### src/rtl/alu_pkg.sv
// ----------------------------------------------------------------------------
// alu_pkg
//   Shared encodings for the ID/EX issue stage and the bit-slice ALU:
//   - alu_op_e   : 3-bit slice opcode {aluop2,aluop1,aluop0}. Bit 2 doubles as
//                  the bit-0 carry-in, so SUB/SLT inject the +1 of two's complement.
//   - ctrl_aluop_e : 2-bit main-control ALUOp.
//   - FUNCT_*    : R-type funct field codes understood by the decoder.
// ----------------------------------------------------------------------------
package alu_pkg;

    typedef enum logic [2:0] {
        ALU_AND = 3'b000,
        ALU_OR  = 3'b001,
        ALU_ADD = 3'b010,
        ALU_SUB = 3'b110,
        ALU_SLT = 3'b111
    } alu_op_e;

    typedef enum logic [1:0] {
        CTRL_ADD   = 2'b00,  // lw / sw address generation
        CTRL_SUB   = 2'b01,  // beq compare
        CTRL_RTYPE = 2'b10,  // operation taken from funct
        CTRL_ORI   = 2'b11   // ori, zero-extended immediate
    } ctrl_aluop_e;

    localparam logic [5:0] FUNCT_ADD  = 6'b100000;
    localparam logic [5:0] FUNCT_ADDU = 6'b100001;
    localparam logic [5:0] FUNCT_SUB  = 6'b100010;
    localparam logic [5:0] FUNCT_SUBU = 6'b100011;
    localparam logic [5:0] FUNCT_AND  = 6'b100100;
    localparam logic [5:0] FUNCT_OR   = 6'b100101;
    localparam logic [5:0] FUNCT_SLT  = 6'b101010;

endpackage

### src/rtl/alu_ctrl_decode.sv
// ----------------------------------------------------------------------------
// alu_ctrl_decode
//   Combinational ALU control: translates main-control ALUOp plus the R-type
//   funct field into the 3-bit slice opcode.
//   Ports:
//     ctrl_aluop in  2  main-control ALUOp
//     funct      in  6  instr[5:0]
//     aluop      out 3  slice opcode {aluop2,aluop1,aluop0}
//     illegal    out 1  R-type funct not supported (opcode falls back to ADD)
// ----------------------------------------------------------------------------
module alu_ctrl_decode
    import alu_pkg::*;
(
    input  logic [1:0] ctrl_aluop,
    input  logic [5:0] funct,
    output logic [2:0] aluop,
    output logic       illegal
);

    // NOTE: every output gets a default before the case so no path leaves it
    // unassigned; otherwise synthesis infers a latch.
    always_comb begin
        aluop   = ALU_ADD;
        illegal = 1'b0;
        unique case (ctrl_aluop)
            CTRL_ADD: aluop = ALU_ADD;
            CTRL_SUB: aluop = ALU_SUB;
            CTRL_ORI: aluop = ALU_OR;
            default: begin
                case (funct)
                    FUNCT_ADD, FUNCT_ADDU: aluop = ALU_ADD;
                    FUNCT_SUB, FUNCT_SUBU: aluop = ALU_SUB;
                    FUNCT_AND:             aluop = ALU_AND;
                    FUNCT_OR:              aluop = ALU_OR;
                    FUNCT_SLT:             aluop = ALU_SLT;
                    default: begin
                        aluop   = ALU_ADD;
                        illegal = 1'b1;
                    end
                endcase
            end
        endcase
    end

endmodule

### src/rtl/id_ex_alu_issue.sv
// ----------------------------------------------------------------------------
// id_ex_alu_issue
//   ID/EX pipeline register in front of the 32-bit bit-slice ALU. Captures the
//   decoded instruction, resolves ALU control, builds A/B operands and carries
//   the memory/writeback control bits. Valid/ready on both sides, with flush.
//
//   Build option: define ALU_FWD_EN to enable MEM/WB operand forwarding at
//   capture. Without it the fwd_* ports are present but ignored.
//
//   Ports:
//     clk, reset_n                   clock, async active-low reset
//     in_valid / in_ready            ID-side handshake
//     ctrl_aluop, funct, alusrc, imm decoded control and immediate
//     rs_num, rt_num, rs_data, rt_data  source registers and read data
//     dst, regwrite, memread, memwrite, memtoreg  carried-through control
//     flush                          kill the entry (branch taken)
//     out_valid / out_ready          EX-side handshake
//     ex_a, ex_b, ex_aluop, ex_store ALU operands, slice opcode, store data
//     ex_dst, ex_regwrite, ex_memread, ex_memwrite, ex_memtoreg, ex_illegal
//     fwd_{mem,wb}_{we,dst,data}     forwarding sources
// ----------------------------------------------------------------------------
module id_ex_alu_issue
    import alu_pkg::*;
#(
    parameter int W    = 32,
    parameter int REGW = 5
) (
    input  logic            clk,
    input  logic            reset_n,
    input  logic            in_valid,
    output logic            in_ready,
    input  logic [1:0]      ctrl_aluop,
    input  logic [5:0]      funct,
    input  logic            alusrc,
    input  logic [15:0]     imm,
    input  logic [REGW-1:0] rs_num,
    input  logic [REGW-1:0] rt_num,
    input  logic [W-1:0]    rs_data,
    input  logic [W-1:0]    rt_data,
    input  logic [REGW-1:0] dst,
    input  logic            regwrite,
    input  logic            memread,
    input  logic            memwrite,
    input  logic            memtoreg,
    input  logic            flush,
    output logic            out_valid,
    input  logic            out_ready,
    output logic [W-1:0]    ex_a,
    output logic [W-1:0]    ex_b,
    output logic [2:0]      ex_aluop,
    output logic [W-1:0]    ex_store,
    output logic [REGW-1:0] ex_dst,
    output logic            ex_regwrite,
    output logic            ex_memread,
    output logic            ex_memwrite,
    output logic            ex_memtoreg,
    output logic            ex_illegal,
    input  logic            fwd_mem_we,
    input  logic            fwd_wb_we,
    input  logic [REGW-1:0] fwd_mem_dst,
    input  logic [REGW-1:0] fwd_wb_dst,
    input  logic [W-1:0]    fwd_mem_data,
    input  logic [W-1:0]    fwd_wb_data
);

    // Reset asserts asynchronously but releases on a clock edge, so no flop
    // sees reset_n rise close to the clock.
    logic [1:0] rst_sync;
    logic       rst_int_n;

    // NOTE: state registers use non-blocking assignment so every flop samples
    // pre-edge values regardless of block ordering.
    always_ff @(posedge clk or negedge reset_n) begin
        if (!reset_n) rst_sync <= 2'b00;
        else          rst_sync <= {rst_sync[0], 1'b1};
    end
    assign rst_int_n = rst_sync[1];

    // ------------------------------------------------------------------
    // Operand selection
    // ------------------------------------------------------------------
    logic [W-1:0] rs_op;
    logic [W-1:0] rt_op;

`ifdef ALU_FWD_EN
    // MEM is younger than WB, so it wins when both target the same register.
    // Register 0 is hard-wired to zero and is never forwarded.
    function automatic logic [W-1:0] fwd_sel(input logic [REGW-1:0] num,
                                             input logic [W-1:0]    rf_data);
        if (fwd_mem_we && fwd_mem_dst == num && num != '0) return fwd_mem_data;
        if (fwd_wb_we  && fwd_wb_dst  == num && num != '0) return fwd_wb_data;
        return rf_data;
    endfunction

    assign rs_op = fwd_sel(rs_num, rs_data);
    assign rt_op = fwd_sel(rt_num, rt_data);
`else
    logic unused_fwd;
    assign rs_op      = rs_data;
    assign rt_op      = rt_data;
    assign unused_fwd = ^{fwd_mem_we, fwd_wb_we, fwd_mem_dst, fwd_wb_dst,
                          fwd_mem_data, fwd_wb_data, rs_num, rt_num};
`endif

    // ori zero-extends; every other immediate use sign-extends.
    logic [W-1:0] imm_ext;
    logic [W-1:0] b_op;

    always_comb begin
        if (ctrl_aluop == CTRL_ORI) imm_ext = {{(W-16){1'b0}}, imm};
        else                        imm_ext = {{(W-16){imm[15]}}, imm};
    end
    assign b_op = alusrc ? imm_ext : rt_op;

    // ------------------------------------------------------------------
    // ALU control
    // ------------------------------------------------------------------
    logic [2:0] dec_aluop;
    logic       dec_illegal;

    alu_ctrl_decode u_decode (
        .ctrl_aluop (ctrl_aluop),
        .funct      (funct),
        .aluop      (dec_aluop),
        .illegal    (dec_illegal)
    );

    // ------------------------------------------------------------------
    // Handshake and pipeline register
    // ------------------------------------------------------------------
    logic capture;

    assign in_ready = !out_valid || out_ready;
    assign capture  = in_valid && in_ready;

    always_ff @(posedge clk or negedge rst_int_n) begin
        if (!rst_int_n) begin
            out_valid   <= 1'b0;
            ex_a        <= '0;
            ex_b        <= '0;
            ex_aluop    <= '0;
            ex_store    <= '0;
            ex_dst      <= '0;
            ex_regwrite <= 1'b0;
            ex_memread  <= 1'b0;
            ex_memwrite <= 1'b0;
            ex_memtoreg <= 1'b0;
            ex_illegal  <= 1'b0;
        end else if (flush) begin
            // Kill wins over a same-cycle capture; side-effecting controls are
            // cleared so a stray consumer cannot write state.
            out_valid   <= 1'b0;
            ex_regwrite <= 1'b0;
            ex_memread  <= 1'b0;
            ex_memwrite <= 1'b0;
        end else if (capture) begin
            out_valid   <= 1'b1;
            ex_a        <= rs_op;
            ex_b        <= b_op;
            ex_aluop    <= dec_aluop;
            ex_store    <= rt_op;
            ex_dst      <= dst;
            ex_regwrite <= regwrite && !dec_illegal;
            ex_memread  <= memread;
            ex_memwrite <= memwrite && !dec_illegal;
            ex_memtoreg <= memtoreg;
            ex_illegal  <= dec_illegal;
        end else if (out_ready) begin
            // Downstream took the entry and nothing replaced it.
            out_valid <= 1'b0;
        end
    end

endmodule

### config.mk
export PLATFORM = sky130hd
export DESIGN_NAME = id_ex_alu_issue
export DESIGN_NICKNAME = d
export VERILOG_FILES = /design/src/rtl/alu_pkg.sv /design/src/rtl/alu_ctrl_decode.sv /design/src/rtl/id_ex_alu_issue.sv
export SDC_FILE = /design/constraint.sdc
export NUM_CORES = 1
export LEC_CHECK = 0
export ABC_CLOCK_PERIOD_IN_PS = 3600
export CAP_MARGIN = 20
export CELL_PAD_IN_SITES_DETAIL_PLACEMENT = 0
export CELL_PAD_IN_SITES_GLOBAL_PLACEMENT = 1
export CORE_MARGIN = 2
export CORE_UTILIZATION = 22
export CTS_CLUSTER_SIZE = 10
export DETAILED_ROUTE_END_ITERATION = 8
export PLACE_DENSITY_LB_ADDON = 0.05
export SYNTH_ARGS = -nofsm -noshare
export SYNTH_HDL_FRONTEND = slang
export SYNTH_SLANG_ARGS = --single-unit
### constraint.sdc
create_clock -name clk -period 3.6 [get_ports clk]
set_input_delay 0.36 -clock clk [delete_from_list [all_inputs] [get_ports clk]]
set_output_delay 0.36 -clock clk [all_outputs]
set_load 0.03 [all_outputs]
==> run summary <==
DP HPWL -> 9999 um
Pin count of the biggest net entering global routing -> 67
Unrepaired setup endpoints after global routing -> no
Post-cts sizing count -> 0
Post-synth cell types -> 30
Period utilization -> 0.5985
DR vias -> 3885
Seq pwr share -> 0.407
Final WL -> 14300 um
H-tree lvl count -> 3
Layout Area Growth over Synthesis -> 60.52%
Worst r2r src -> out_valid$_DFFE_PN0P_
Comb pwr share -> 0.299
Worst-path clk slew -> 80 ps
Root Buffer -> clkbuf_16
FP Rows -> 52
Crit path required time -> 3240 ps
Initial Utilization -> 0.2230
Clock network power share -> 0.295
CP delay by family, top -> buffers and inverters
Critical path origin -> out_ready
Finished Core Util -> 0.3579
Worst reg2reg path depth -> 4
Vias in the first global route -> 4017
Setup TNS -> 0 ps
Worst skew pair latency -> 350 ps
Total Nets Final -> 874
Worst path slowest cell -> clkdlybuf4s50_1
Diode count -> 0
Final setup fails -> 0
Fin Clk Skew -> 11.70 ps
Die height -> 147.0 um
Net Count, Synth -> 671
Die X-Extent -> 147.0 um
Max_slew headroom -> 0.4261
GR Overflow Total -> 0
Gr usage total -> 0.1378
Core ar. -> 20170 um^2
Reg2reg setup slack -> 1730 ps
Fin. max-slew vios -> 0
CP dominant cell by count -> clkdlybuf4s50_1
Post-CTS Setup Inserts -> 0
Int Power -> 2.579 mW
Wire length per cell -> 14.90 um
Fmax -> 464.1 MHz
Worst slew pin tran -> 860.8 ps
Cells after Synth -> 482
Worst Hold Class -> in -> async
Crit path DAT -> 1790 ps
PD cells -> 526.5 nW/um^2
First-pass GRT wire length -> 23240 um
Yosys Warn Count -> 0
Crit path max fanout -> 4
Fin crit period -> 2155 ps
Crit path buffers/inverters -> 3
Register area share after synthesis -> 0.6233
CP startpoint kind -> primary input
Register bit total from synthesis -> 112
Share of layout cells above drive strength 1 -> 0.03913
CTS Buf Count -> 9
Sink Count -> 112
Mean Syn Cell Area -> 9.329 um^2
Gp weighted congestion -> 0.7029
P_leak -> 3.310 nW
CP cell instances -> clkdlybuf4s50_1 -> nor2b_1 -> inv_1 -> clkdlybuf4s50_1
Net Sw Power -> 1.221 mW
Hold Buf Count CTS -> 0
Die area -> 21600 um^2
# port buffers -> 213
Pre-antenna DRT Iters -> 4
Crit Path Class -> in -> out
IR drop worst, VDD -> 0.0002359 V
DR vias/cell -> 4.047
Sw Share -> 0.3213
Crit. End Element -> output pin
DRC viols -> 0
Initial DRC Count -> 184
ANT nets after route -> 0
Max-Cap Viols -> 0
Worst stage delay on the critical path -> 630 ps
Worst-case clock buffer depth -> 2
I/O Pins -> 300
Reg2reg end -> ex_b[3]$_DFFE_PN0P_
Status -> complete, no violations
Mapped cell area -> 4497 um^2
Initial antenna violation count -> 1
Final-report hold violation count -> 0
CTS tree -> built
==> cell usage after synthesis <==
cell type | number | area, um^2
or3_1 | 1 | 6.260
conb_1 | 1 | 3.750
o22a_1 | 1 | 8.760
nor3b_1 | 2 | 15.01
nor2b_1 | 2 | 12.51
a2111oi_0 | 1 | 8.760
buf_4 | 1 | 7.510
nor3_1 | 1 | 5.000
clkbuf_1 | 3 | 11.26
nand4bb_1 | 1 | 11.26
a311oi_1 | 1 | 8.760
a21boi_0 | 1 | 7.510
inv_1 | 3 | 11.26
nand2_1 | 247 | 927.1
a21oi_1 | 20 | 100.1
o21ai_1 | 7 | 35.03
buf_6 | 5 | 56.30
inv_2 | 1 | 3.750
clkinv_1 | 1 | 3.750
o22ai_1 | 1 | 6.260
nand3b_1 | 1 | 7.510
o21ai_0 | 28 | 140.1
dfrtp_1 | 112 | 2803
nand3_1 | 2 | 10.01
nand2b_1 | 1 | 6.260
mux2i_1 | 15 | 150.1
a32o_1 | 2 | 20.02
buf_2 | 18 | 90.09
mux2_2 | 1 | 11.26
a21oi_2 | 1 | 8.760
==> flip-flops by register name, summed over array words and instances (netlist names) <==
register / cells
ex_a: 32
ex_b: 32
ex_store: 32
ex_dst: 5
ex_aluop: 3
rst_sync: 2
ex_illegal: 1
ex_memread: 1
ex_memtoreg: 1
ex_memwrite: 1
ex_regwrite: 1
out_valid: 1
==> cells by family after synthesis <==
family	synth area share
AO/OA/AOI/OAI	0.07652
buffers and inverters	0.04090
flip-flops	0.6233
multiplexers	0.03589
other	0.0008339
AND/OR/NAND/NOR	0.2226
==> worst reg2reg max path: stages, from the launching register on <==
cell and delay, ps:
dfrtp_1 350, nor2b_1 280, or3_4 630, buf_4 350
o21ai_0 130
==> stage by stage <==
| stage | setup slack, ps | power, mW | cell area [um^2] | std cells | hold WS, ps |
|---|---|---|---|---|---|
| 6_report | 1445 | 3.801 | 7218 | 960 | 155.0 |
| 3_3_place_gp | 1247 | 2.716 | 6885 | 944 | 339.8 |
| 4_1_cts | 1427 | 3.884 | 7218 | 960 | 141.8 |
| 5_1_grt | 1324 | 4.030 | 7218 | 960 | 140.2 |
| 3_5_place_dp | 1208 | 2.724 | 6885 | 944 | 339.4 |
| 2_1_floorplan | 248.9 | 2.142 | 4497 | 482 | 64.41 |
==> area by class of cell <==
cell class / count / area (um^2)
repair buffers: 219 / 2202
clock buffers: 12 / 256.5
flip-flops and latches: 112 / 2806
clock inverters: 4 / 76.32
well taps: 270 / 337.8
fillers: 2081 / 12950
inverters: 5 / 18.77
multi-input cells: 338 / 1520
==> power groups by stage <==
stage | Sequential [mW] | Clock [mW] | Combinational, mW
after floorplan | 1.93 | 0 | 0.209
after global placement | 1.57 | 0 | 1.15
after detailed placement | 1.57 | 0 | 1.15
after CTS | 1.55 | 1.18 | 1.16
after global routing | 1.58 | 1.23 | 1.22
final | 1.55 | 1.12 | 1.13
==> worst max path at each step <==
stage / endpoint / slack [ps] / cells past startpoint
2_1_floorplan: ex_a[0]$_DFFE_PN0P_ / 250 / 0
3_5_place_dp: ex_b[30]$_DFFE_PN0P_ / 1210 / 6
3_3_place_gp: ex_b[30]$_DFFE_PN0P_ / 1250 / 6
6_report: in_ready / 1450 / 4
4_1_cts: in_ready / 1430 / 3
5_1_grt: in_ready / 1320 / 3
==> placed cells by master, fill, tap and decap left out, drive strengths merged, types with 2 or more instances in the layout <==
master / Yosys / routed
mux2i: 15 / 15
nor2b: 2 / 2
clkbuf: 3 / 12
clkdlybuf4s50: 0 / 213
inv: 4 / 5
o21ai: 35 / 35
bufinv: 0 / 2
nor3b: 2 / 2
dfrtp: 112 / 112
a21oi: 21 / 21
buf: 24 / 6
nand2: 247 / 247
nand3: 2 / 2
a32o: 2 / 2
==> per-layer routing <==
metal,global-route usage,up-vias,share of wire
li1,-,1929,-
met1,0.1841,1803,0.45
met2,0.2077,131,0.44
met3,0.04783,20,0.080
met4,0.05000,2,0.021
met5,0,-,0.0011
Power figures use the tool's default switching activity.
==> edit, RTL diff (config.mk and constraints unchanged) <==
`W`: 32 -> 48.
--- a/src/rtl/id_ex_alu_issue.sv
+++ b/src/rtl/id_ex_alu_issue.sv
@@ -22,7 +22,7 @@
 module id_ex_alu_issue
     import alu_pkg::*;
 #(
-    parameter int W    = 32,
+    parameter int W    = 48,
     parameter int REGW = 5
 ) (
     input  logic            clk,
Interface: changed (7 resized); port bits go from 300 to 412. No check against the original RTL was run, so the function may have changed too.
==> edit against the unedited design <==
  * Final area up 42%
  * Global-route usage up 0.57 points
  * Worst setup slack worse by 140 ps
  * Largest cell class unchanged
  * Sequential cell count up 48
  * Routed wire length up 52%
  * Critical endpoint unchanged
  * Power up 50%
  * Area after synthesis up 42%
  * Via count up 41%
==> edit: results (changes against the unedited design) <==
----------------------------------------------------
[Status]
  Result of the run ... completed

[Synth]
  Most frequent cells after synthesis ... sky130_fd_sc_hd__nand2_1, sky130_fd_sc_hd__dfrtp_1, sky130_fd_sc_hd__o21ai_0
  Number of nets produced by synthesis ... 941 (+40%)
  Portion of the post-synthesis area used by sequential elements ... 62.75% (+0.42 points)
  Main area contributors after synthesis ... sky130_fd_sc_hd__dfrtp_1, sky130_fd_sc_hd__nand2_1, sky130_fd_sc_hd__o21ai_0, sky130_fd_sc_hd__a21oi_1, sky130_fd_sc_hd__mux2i_1
  Count of mapped cells out of synthesis ... 688 (+43%)
  Number of unique standard cell types used by synthesis ... 28 (-6.7%)

[Final layout]
  Net total in the final layout ... 1222 (+40%)
  Share of post-route cells with drive strength above 1 ... 4.786% (+0.87 points)
  Top Registers ... ex_a (48), ex_b (48), ex_store (48)
  Non-filler cells, final ... 1366 (+42%)
  Number of filler instances in the final layout ... 2961 (+42%)

[STA]
  Final clock skew ... 10.09 ps (-1.613 ps)
  Relative slew margins ... 58.04% (+15 points)
  Worst hold margin ... 97.04 ps (-58.00 ps)

[CTS]
  Inserted Clock Buffers ... 17 (+8)
  CTS H-tree depth ... 4 (+1)
  Clock insertion delay at the later pin of the skew report ... 430 ps (+80 ps)

[Setup path]
  Signal arrival time at the worst endpoint ... 1930 ps (+140 ps)
  Slowest cell delay on critical path ... 660 ps (+30 ps)
  Setup slack, reg-to-reg ... 1680 ps (-50 ps)

[GRT]
  Maximum number of pins on one net before global-route repair ... 92 (+37%)
  Global-route wire length before repair ... 33.81 mm (+45%)
  Initial antenna violation count ... 0 (-1)
  Number of global-route vias before repair ... 5595 (+39%)

[Placement]
  PortBufs ... 293 (+38%)
  Post-Place Setup Slack ... 1229 ps (+20.40 ps)
  Routability cong. ... 0.7104 (+1.1%)
  Dpl cells ... 1334 (+41%)

[Pwr]
  Worst VDD drop ... 288.5 uV (+22%)

----------------------------------------------------
## edit: how the worst max path moves through the flow
stage                            from  endpoint  slack, ps  depth (start not counted)
after detailed placement    out_ready  ex_b[10]       1230                          5
final                       out_valid  in_ready       1310                          3
after global routing        out_valid  in_ready       1230                          3
after global placement      out_ready  ex_b[18]       1230                          5
after floorplan           rst_sync[1]   ex_a[0]        950                          0
after CTS                   out_valid  in_ready       1280                          3
## edit: cells by family after synthesis
group / after synthesis / share of synthesized area [%]
other: 1 / 0.05877
multiplexers: 16 / 2.529
flip-flops: 160 / 62.75
AO/OA/AOI/OAI: 95 / 7.843
buffers and inverters: 46 / 4.392
AND/OR/NAND/NOR: 370 / 22.43
## edit: area by class of cell
cell class / instances / area, um2 / area share, %
clock inverter: 13 / 148.9 / 1.451
tap: 384 / 480.5 / 4.683
timing repair buffer: 303 / 3045 / 29.69
inverter: 5 / 18.77 / 0.1829
multi-input combinational: 482 / 2115 / 20.61
sequential: 160 / 4008 / 39.07
clock buffer: 19 / 442.9 / 4.318
## edit: per-layer routing
metal / up-vias / routed length [um] / track usage [%]
met3: 16 / 1780 / 5.862
li1: 2748 / - / -
met5: - / 0 / 0
met1: 2560 / 9794 / 18.30
met4: 0 / 297 / 4.447
met2: 171 / 9813 / 22.21
## edit: report_power, final
group | leakage [nW] | switching (W) | total (W) | internal [W]
registers | 1.99 | 0.000141 | 0.00220 | 0.00206
logic | 2.45 | 0.000956 | 0.00165 | 0.000691
clock network | 0.287 | 0.000854 | 0.00186 | 0.00100
## edit: critical path, delay by kind of cell, from the launching register on
kind	cells	cell delay, ps
simple gates	1	340
flops	1	360
buf+inv	2	810
